### config.mk
export PLATFORM = sky130hd
export DESIGN_NAME = clk_period_meter
export DESIGN_NICKNAME = d
export VERILOG_FILES = /design/src/rtl/clk_period_meter.sv
export SDC_FILE = /design/constraint.sdc
export NUM_CORES = 1
export LEC_CHECK = 0
export CORE_UTILIZATION = 40
export DETAILED_ROUTE_END_ITERATION = 10
export GPL_TIMING_DRIVEN = 0
export HOLD_SLACK_MARGIN = 0.12
export PLACE_DENSITY_LB_ADDON = 0.15
export SETUP_SLACK_MARGIN = 0.4
export SYNTH_ARGS = -nofsm -noshare
export SYNTH_HDL_FRONTEND = slang
export SYNTH_SLANG_ARGS = --single-unit
### constraint.sdc
create_clock -name clk -period 1.6 [get_ports clk]
set_input_delay 0.16 -clock clk [delete_from_list [all_inputs] [get_ports clk]]
set_output_delay 0.16 -clock clk [all_outputs]
set_load 0.02 [all_outputs]
### src/rtl/clk_period_meter.sv
// clk_period_meter: synchronises clkin, ticks on its rising edges, measures the period and flags mismatch/stall
//   clk, reset            system clock, synchronous active-high reset
//   enable                1 = measure, 0 = idle (no ticks, flags cleared)
//   clkin                 divided clock, asynchronous to clk
//   exp_period            expected period in clk cycles, sampled on tick cycles
//   tick                  one-cycle pulse per synchronised clkin rising edge
//   period, period_valid  last complete edge-to-edge measurement
//   mismatch, timeout     period != exp_period; no edge for TIMEOUT cycles
module clk_period_meter #(
  parameter int CNT_W = 8,
  parameter int SYNC_STAGES = 2,
  parameter int TIMEOUT = 255
) (
  input  logic             clk,
  input  logic             reset,
  input  logic             enable,
  input  logic             clkin,
  input  logic [CNT_W-1:0] exp_period,
  output logic             tick,
  output logic [CNT_W-1:0] period,
  output logic             period_valid,
  output logic             mismatch,
  output logic             timeout
);
  typedef enum logic [1:0] {IDLE, ARM, MEASURE, STALL} state_t;
  localparam logic [CNT_W-1:0] TO = CNT_W'(TIMEOUT);
  localparam logic [CNT_W-1:0] ONE = CNT_W'(1);
  state_t state, state_nx;
  logic [SYNC_STAGES-1:0] sync;
  logic s, prev;
  logic [CNT_W-1:0] cnt, cnt_nx, period_nx;
  logic valid_nx, mismatch_nx, timeout_nx;
  assign s = sync[SYNC_STAGES-1];
  always_ff @(posedge clk)
    if (reset) begin
      sync <= '0;
      prev <= 1'b0;
      tick <= 1'b0;
      state <= IDLE;
      cnt <= '0;
      period <= '0;
      period_valid <= 1'b0;
      mismatch <= 1'b0;
      timeout <= 1'b0;
    end else begin
      sync <= {sync[SYNC_STAGES-2:0], clkin};
      prev <= s;
      tick <= s & ~prev & enable;
      state <= state_nx;
      cnt <= cnt_nx;
      period <= period_nx;
      period_valid <= valid_nx;
      mismatch <= mismatch_nx;
      timeout <= timeout_nx;
    end
  // The FSM reacts to the registered tick, so a tick cycle is the cycle tick is high.
  always_comb begin
    state_nx = state;
    cnt_nx = cnt;
    period_nx = period;
    valid_nx = period_valid;
    mismatch_nx = mismatch;
    timeout_nx = timeout;
    if (!enable || state == IDLE) begin
      state_nx = enable ? ARM : IDLE;
      cnt_nx = '0;
      valid_nx = 1'b0;
      mismatch_nx = 1'b0;
      timeout_nx = 1'b0;
    end else
      case (state)
        ARM: begin
          state_nx = tick ? MEASURE : ARM;
          cnt_nx = tick ? ONE : cnt;
        end
        MEASURE:
          if (tick) begin
            period_nx = cnt;
            valid_nx = 1'b1;
            mismatch_nx = cnt != exp_period;
            cnt_nx = ONE;
          end else if (cnt == TO) begin
            state_nx = STALL;
            timeout_nx = 1'b1;
          end else
            cnt_nx = cnt + ONE;
        STALL:
          // The interval that ends here started before the stall, so period is left alone.
          if (tick) begin
            state_nx = MEASURE;
            timeout_nx = 1'b0;
            cnt_nx = ONE;
          end
        default: state_nx = IDLE;
      endcase
  end
endmodule

After elaboration in Yosys (flattened, before gate mapping)

Cells that the tools add are included.

Flip-flop bits (word level): 25
Input bits: 12
Output and inout port bits: 12
Word-level logic and storage cells: 54

Reductions and logical operators: 12
Bitwise logic cells: 4
Equal/unequal tests: 13
Mux-type cells: 15
$add $sub $neg: 1

Operators with widths:

| cell                  | number |
|---|---|
| $mux W8               | 3 |
| $pmux W8 S2           | 1 |
| $ne A3 B3 Y1 const B  | 4 |
| $mux W2               | 5 |
| $reduce_and A3 Y1     | 3 |
| $add A8 B1 Y8 const B | 1 |
| $eq A8 B8 Y1 const B  | 1 |
| $ne A8 B8 Y1          | 1 |
| $ne A2 B2 Y1 const B  | 3 |
| $pmux W2 S3           | 1 |
| $eq A2 B2 Y1 const B  | 2 |
| $mux W1               | 4 |
| $reduce_and A4 Y1     | 1 |
| $reduce_bool A2 Y1    | 2 |
| $reduce_or A2 Y1      | 2 |
| $and A1 B1 Y1         | 2 |
| $eq A2 B1 Y1 const B  | 1 |
| $logic_not A2 Y1      | 1 |
| $ne A2 B1 Y1 const B  | 1 |
| $not A1 Y1            | 2 |
| $pmux W1 S2           | 1 |
| $reduce_and A2 Y1     | 1 |
| $logic_not A1 Y1      | 1 |
| $logic_or A1 B1 Y1    | 1 |

Depth between registers and ports, before layout

Gate-level depths: netlist (run 1).

Depth after elaboration: 5
Gate-level depth with buffers: 5
Depth with buffers taken out: 5

Worst setup path before layout (run 1)

No wires, ideal clock.

Path kind: flip-flop to flip-flop
From: register cnt[0]
To: register cnt[0]
Path slack: 95 ps
Clock period less this slack: 1505 ps
Data arrival time: 1376 ps
Cell stages (with the launch flop): 6
Path through: dfxtp_1 ha_1 and4_4 a31o_2 nor2b_1 a211oi_2

Cells in the longest elaborated chain, start to end: 4

Ends and longest elaborated chain:

| item                   | line | source |
|---|---|---|
| start, declared        | 31   | `logic [CNT_W-1:0] cnt, cnt_nx, period_nx;` |
| start signal, assigned | 50   | `cnt <= cnt_nx;` |
| $add A8 B1 Y8          | 86   | `cnt_nx = cnt + ONE;` |
| $mux W8                | 82   | `end else if (cnt == TO) begin` |
| $mux W8                | 77   | `if (tick) begin` |
| $pmux W8 S2            | 71   | `case (state)` |

Parallel ways exist; a longest one is shown, timed or not. The select of a mux whose other input is x is not followed.
A chain may end at the register's enable or synchronous reset.

Final worst setup path (run 1)

From: register state[1]
To: register cnt[6]

Cells in the longest elaborated chain, start to end: 4

Ends and longest elaborated chain:

| item                                                                       | line | source |
|---|---|---|
| start, declared                                                            | 28   | `state_t state, state_nx;` |
| start signal, assigned                                                     | 49   | `state <= state_nx;` |
| $eq A2 B2 Y1 / $eq A2 B1 Y1 (equally long branches)                        | 71   |  |
| $reduce_or A2 Y1 (no source line)                                          | -    |  |
| $ne A2 B1 Y1 (no source line) / $reduce_bool A2 Y1 (equally long branches) | -    |  |
| $reduce_and A3 Y1 (no source line)                                         | -    |  |

Parallel ways exist; a longest one is shown, timed or not.

==> summary.txt, run 1 <==
Cells and area
  – Post-layout nets: 183
  – P&R area growth vs syn: 42.4%
  – Final core occ: 0.597
  – Share of layout cells above drive strength 1: 0.343
  – Fin cells: 200
  – Diodes inserted: 0

STA
  – Clock skew: 10.1 ps
  – Final worst path period need: 1330 ps
  – Max Clk Rate: between 0.7 and 0.8 GHz
  – Max-slew headroom: 0.588
  – # setup viols final: 0
  – Final Hold Viols: 0
  – Setup TNS: 0 ps
  – Crit share post-route: 0.833
  – Final WS setup: between 200 and 300 ps
  – Max-slew violation count: 0
  – RSZ-0062 raised after global routing: true
  – Worst Max-Slew Pin Slew: 618 ps

CTS
  – CTS tree: done
  – Clk root buf: clkbuf_4
  – Clk buf depth: 2
  – Hold-fix buffers, CTS: 0
  – H-tree levels: 1
  – CTS buffer count: 3
  – Worst-path clk slew: 140 ps
  – Worst skew pair latency: 320 ps
  – Clk sinks: 25

Pwr
  – Clock network fraction of design power: 0.294
  – Net Sw Frac: 0.228
  – Total Power: approximately 990 uW
  – Pwr Density: 599 nW/um^2
  – NetSw: 225 uW
  – Combinational Power Share: 0.074
  – Leakage: 0.589 nW
  – Worst vdd ir: ~480 uV
  – Cell Int Power: approximately 760 uW
  – Power share of the sequential group: 0.631

Route
  – Met1 WL: 1300 um
  – DRC viols: 0
  – Wirelength per Cell: 13.8 um
  – DRT Wirelength: between 2000 and 3000 um
  – Uppermost layer routed: met4
  – Routed wl met2: 1300 um
  – Starting DRT DRC Count: 21
  – Post-DRT Antenna Nets: 0
  – Met3 WL post-DR: 95 um
  – Total iterations of the first detailed-routing run: 4
  – Vias per cell: between 5 and 6
  – Total number of vias: 1079

Synth
  – Cell with the most instances after synthesis: dfxtp_1
  – Adder-Cell Fraction of Synth Area: 0.0108
  – Synth warn: 0
  – Synth Cell Area: roughly 1200 sq um
  – Seq cells post-synth: 25
  – Count of different cell masters after synthesis: 37
  – Mapped Cells: 133
  – Net Count, Synth: between 100 and 150
  – Synth top area cells: dfxtp_1 43%, nand2_1 7.1%, a21oi_1 6.1%
  – Area share of the largest cell type after synthesis: 0.433
  – Syn_area_per_cell: 8.69 sq um
  – Post-Synth XOR/XNOR Area: 0.0606
  – Post-synth EDFFs: 0
  – Seq/Total Area, Yosys: 0.433
  – Share of synthesized registers carrying an async set or reset: 0
  – Top FF cell, synth: dfxtp_1
  – Post-synthesis mux area share: 0.00866
  – Most frequent cells after synthesis: 25 x dfxtp_1, 22 x nand2_1, 14 x a21oi_1, 10 x nor2_1, 8 x xnor2_1
  – Largest family of logic cells by synthesized area: simple AND/OR/NAND/NOR gates
  – Complex-gate fraction of the synthesized area: 0.161
  – Area leader, netlist: dfxtp_1
  – Post-Synth Simple-Gate Area: 0.282

Die
  – I/O pin count: 24
  – Die area: roughly 3100 sq um
  – Core ar.: 2760 sq um
  – Starting Density: 0.419
  – Die width: 55.8 um
  – Site Rows: 19
  – Die Y: 55.8 um

Min path
  – Hold WC Path Type: primary input to register

Place
  – Pre-CTS WS: 68.9 ps
  – DP HPWL: 1810 um
  – Placed Cells: 187
  – PortBufs: 23
  – Routability Congestion: approximately 0.79

Global routing
  – Number of global-route vias before repair: 1106
  – Largest net degree at the start of global routing: 14
  – Total gr overflow: 0
  – First-pass GRT wire length: 4870 um
  – Total GRT Usage: 0.197
  – Initial antenna violation count: 0

Critical path
  – Critical path peak fanout: 8
  – Top delay family on crit path: simple AND/OR/NAND/NOR gates
  – Slowest CP cell: dfxtp_4
  – Worst path max stage delay: 400 ps
  – CP bufs+invs: 0
  – Crit. End Element: register
  – Critical-path cell list: or3b_4, a21oi_4, nand4_1, o21ai_1
  – Worst Path Arrival: 1610 ps
  – CP required: 1870 ps
  – Crit path kind: register to register
  – Startpoint Class: register

Flow run
  – Max Cap Viol: 0

Status
  – Status: complete, no violations
flip-flops by register name, indices dropped and copies added (netlist names):
register and count:
sync 2, period 8, mismatch 1, period_valid 1, cnt 8, prev 1
timeout 1, tick 1, state 2
layer usage:
metal,GRT usage,vias to the layer above
met4,0.0750,0
met5,0,-
li1,-,540
met3,0.0233,8
met2,0.337,28
met1,0.253,503
worst reg2reg max path, cell delays in order, from the launching register on:
cell and delay [ps]:
dfxtp_4 400, or3b_4 400, a21oi_4 240, nand4_1 130, o21ai_1 130
power groups by stage:
stage	registers, mW	logic [mW]	clock network [mW]
5_1_grt	0.624	0.0794	0.317
3_3_place_gp	0.642	0.0636	0
4_1_cts	0.625	0.0682	0.297
3_5_place_dp	0.642	0.0649	0
6_report	0.623	0.0732	0.291
2_1_floorplan	0.641	0.0293	0
layout by cell type, fill, tap and decap left out, types with 2 or more instances in the layout:
cell / count
xnor2_1: 8
dlygate4sd2_1: 2
buf_6: 4
clkdlybuf4s15_1: 8
buf_4: 7
dfxtp_4: 5
nand2_1: 13
dfxtp_1: 19
nor2b_1: 5
a21oi_2: 9
clkbuf_1: 2
o21ai_1: 3
o211ai_1: 2
clkbuf_2: 3
clkbuf_4: 3
nand2_2: 8
nand3_1: 5
nand4b_1: 2
clkdlybuf4s50_1: 11
nor2_1: 10
o21ai_2: 2
a21oi_1: 5
nor3_1: 2
nand4_1: 4
final timing paths:
path	startpoint	endpoint	slack, ps	depth (start not counted)
max	state[1]	cnt[6]	270	4
min	clkin	sync[0]	380	2
max reg2reg	state[1]	cnt[6]	270	4
min reg2reg	sync[0]	sync[1]	460	1
metrics by stage:
step / cell area (sq um) / hold slack [ps]
floorplan: 1190 / 239
global route: 1650 / 378
finish: 1650 / 383
global placement: 1460 / 427
detailed placement: 1460 / 430
CTS: 1620 / 386
repair_timing:
action | 4_1_cts | 5_1_grt
setup endpoints to repair | 32 | 28
pin swaps | 10 | 7
gates resized for setup | 42 | 15
buffers inserted | 6 | 2
cloned | 1 | 0
layout make-up:
cell class	count	area, sq um
Inverter	1	3.75
Multi-Input combinational cell	102	718
Timing Repair Buffer	31	282
Tap cell	31	38.8
Sequential cell	25	520
Buffer	6	57.6
Fill cell	243	1110
Clock buffer	4	26.3
cells by family (layout without fill, tap and decap cells):
logic type               after synthesis  count (layout)
XOR/XNOR                               8               8
AO/OA/AOI/OAI                         29              30
multiplexers                           1               1
buffers and inverters                  7              42
adder cells (fa/ha/maj)                1               1
flip-flops                            25              25
AND/OR/NAND/NOR                       62              62
Note: power is estimated with default switching activity, not from simulation.
==> run 2: changes to the inputs <==
clock period = 1.2 ns   (was 1.6 ns; I/O delays follow)
==> run 2 against run 1 <==
The flow now finishes with violations (negative setup slack). Clock-buffer cell count is 1 lower. Core utilization is 6.0 points higher. Largest cell class unchanged. Wire length is 8.5% higher. Hold slack worse by 46 ps. Fmax is 0.72% higher. Global-route usage is 1.4 points lower. Via count is 2.4% higher. Worst setup slack worse by 390 ps. Clock power is 36% higher. Highest routed layer unchanged. Cell count is 2.5% higher. Critical endpoint unchanged. Final area is 10% higher.
==> summary.txt, run 2 (synthesis gave the netlist of run 1 again) <==
Min path
  – Hold WC Path Type: primary input to register
  – Worst hold start: clkin

Place
  – PortBufs: 23
  – Post-Place Cell Area: 1510 sq um
  – Routability Congestion: 0.824
  – DP HPWL: between 1500 and 2000 um
  – Pre-CTS WS: -222 ps
  – Placed Cells: around 190

Global routing
  – Largest net degree at the start of global routing: 16
  – First-pass GRT wire length: 4670 um
  – Total gr overflow: 0
  – Initial antenna violation count: 0
  – Total GRT Usage: 0.183
  – Number of global-route vias before repair: 1054

Route
  – Vias per cell: 5.39
  – DRT Wirelength: 3000 um
  – Starting DRT DRC Count: 28
  – Wirelength per Cell: 14.6 um
  – DRC viols: 0
  – Total iterations of the first detailed-routing run: 4
  – Total number of vias: 1105
  – Post-DRT Antenna Nets: 0

Die
  – I/O pin count: 24
  – Core ar.: 2760 sq um
  – Starting Density: 0.419
  – Die width: 55.8 um
  – Site Rows: 19
  – Die Y: about 56 um
  – Die area: 3110 sq um

Critical path
  – Crit. End Element: register
  – Startpoint Class: register
  – CP Launch Point: state[0]
  – Reg2reg start: state[0]
  – CP required: between 1000 and 1500 ps
  – Worst Path Arrival: 1580 ps
  – Critical path peak fanout: 8
  – Crit path kind: register to register

Cells and area
  – Design Area, Final: 1810 sq um
  – Fin cells: between 200 and 250
  – Largest registers: cnt x8, period x8
  – Post-layout nets: 188
  – Share of layout cells above drive strength 1: 0.523
  – P&R area growth vs syn: 56.8%
  – Most common cell after layout, fill and taps aside: buf_6
  – Diodes inserted: 0
  – Most frequent cells in the layout: 19 x buf_6, 15 x nand2_1, 15 x dfxtp_2

CTS
  – Worst skew pair latency: 320 ps
  – Worst-path clk slew: 150 ps
  – Hold-fix buffers, CTS: 0
  – H-tree levels: 1
  – Clk root buf: clkbuf_4
  – Clk buf depth: 2
  – Clk sinks: 25
  – CTS tree: done
  – CTS buffer count: 3

STA
  – Final worst path period need: 1320 ps
  – Clock skew: 8.32 ps
  – RSZ-0062 raised after global routing: true
  – Final WS setup: -124 ps
  – Max-slew headroom: 0.770
  – Max-slew violation count: 0
  – Crit share post-route: 1.10
  – Final Hold Viols: 0
  – Worst Max-Slew Pin Slew: 345 ps
  – # setup viols final: 19
  – Max Clk Rate: 0.755 GHz

Pwr
  – Leakage: 0.731 nW
  – Pwr Density: 741 nW/um^2
  – Clock network fraction of design power: 0.295
  – Worst vdd ir: 713 uV
  – Power share of the sequential group: 0.617
  – Net Sw Frac: 0.235
  – NetSw: 316 uW
  – Combinational Power Share: 0.089
  – Cell Int Power: 1.03 mW

Flow run
  – Max Cap Viol: 0

Status
  – Violated checks: negative setup slack
  – Status: finished with violations
## run 2: changes by cell type in the layout (fill, tap and decap cells not counted), moves of 3 or more
cell,change
nand2_2,-6
buf_6,+15
dfxtp_1,-14
dfxtp_2,+14
xnor2_2,+4
nor2_4,+3
clkdlybuf4s15_1,-8
xnor2_1,-4
nand2_4,+4
nor2_1,-5
## run 2: final timing paths
kind / to / slack (ps) / cells after the start
worst max-delay path: cnt[6] / -120 / 4
worst min-delay path: sync[0] / 340 / 2
worst max register to register: cnt[6] / -120 / 4
worst min register to register: sync[1] / 460 / 1
## run 2: what timing repair did
item / in CTS / in global routing
endpoints found under the setup margin: 34 / 33
pin swaps: 9 / 15
buffers inserted: 8 / 5
cloned: 1 / 0
resized for setup: 88 / 35
## run 2: layer usage
| metal | routed length (um) | share of wire | vias to the layer above | GRT usage |
|---|---|---|---|---|
| met2 | 1460 | 0.49 | 28 | 0.303 |
| met4 | 55 | 0.018 | 0 | 0.0500 |
| met1 | 1370 | 0.46 | 526 | 0.252 |
| li1 | - | - | 544 | - |
| met3 | 114 | 0.038 | 7 | 0.0233 |
| met5 | 0 | 0 | - | 0 |
## run 2: layout make-up
cell class | count | area, sq um
sequential | 25 | 538
timing repair buffer | 36 | 358
clock inverter | 1 | 6.26
buffer | 6 | 73.8
multi-input combinational | 102 | 772
fill | 242 | 945
inverter | 1 | 3.75
clock buffer | 3 | 22.5
tap | 31 | 38.8
## run 2: per-stage QoR
stage | util | hold slack [ps] | total power [mW] | TNS (ps)
after global placement | 0.549 | 433 | 0.947 | -1440
after global routing | 0.657 | 328 | 1.39 | -2190
after floorplan | - | 199 | 0.899 | -293
after detailed placement | 0.549 | 450 | 0.949 | -1830
final | 0.657 | 336 | 1.34 | -1300
after CTS | 0.601 | 342 | 1.33 | -1070
## run 2: power by group through the flow
stage          Sequential, mW  Combinational [mW]  Clock [mW]
3_3_place_gp            0.855              0.0914           0
2_1_floorplan           0.855              0.0443           0
5_1_grt                 0.830               0.128       0.436
6_report                0.829               0.119       0.396
4_1_cts                 0.828               0.104       0.395
3_5_place_dp            0.855              0.0939           0
## run 2: critical path: stages (launching register included)
cell	delay (ps)
dfxtp_4	370
or3b_4	410
a21oi_4	230
nand4_1	120
o21ai_1	140
==> run 3: changes to the inputs <==
TNS_END_PERCENT = 100   (was default)
==> results of run 3 <==
Final layout, timing and power as in run 2 (identical DEF).
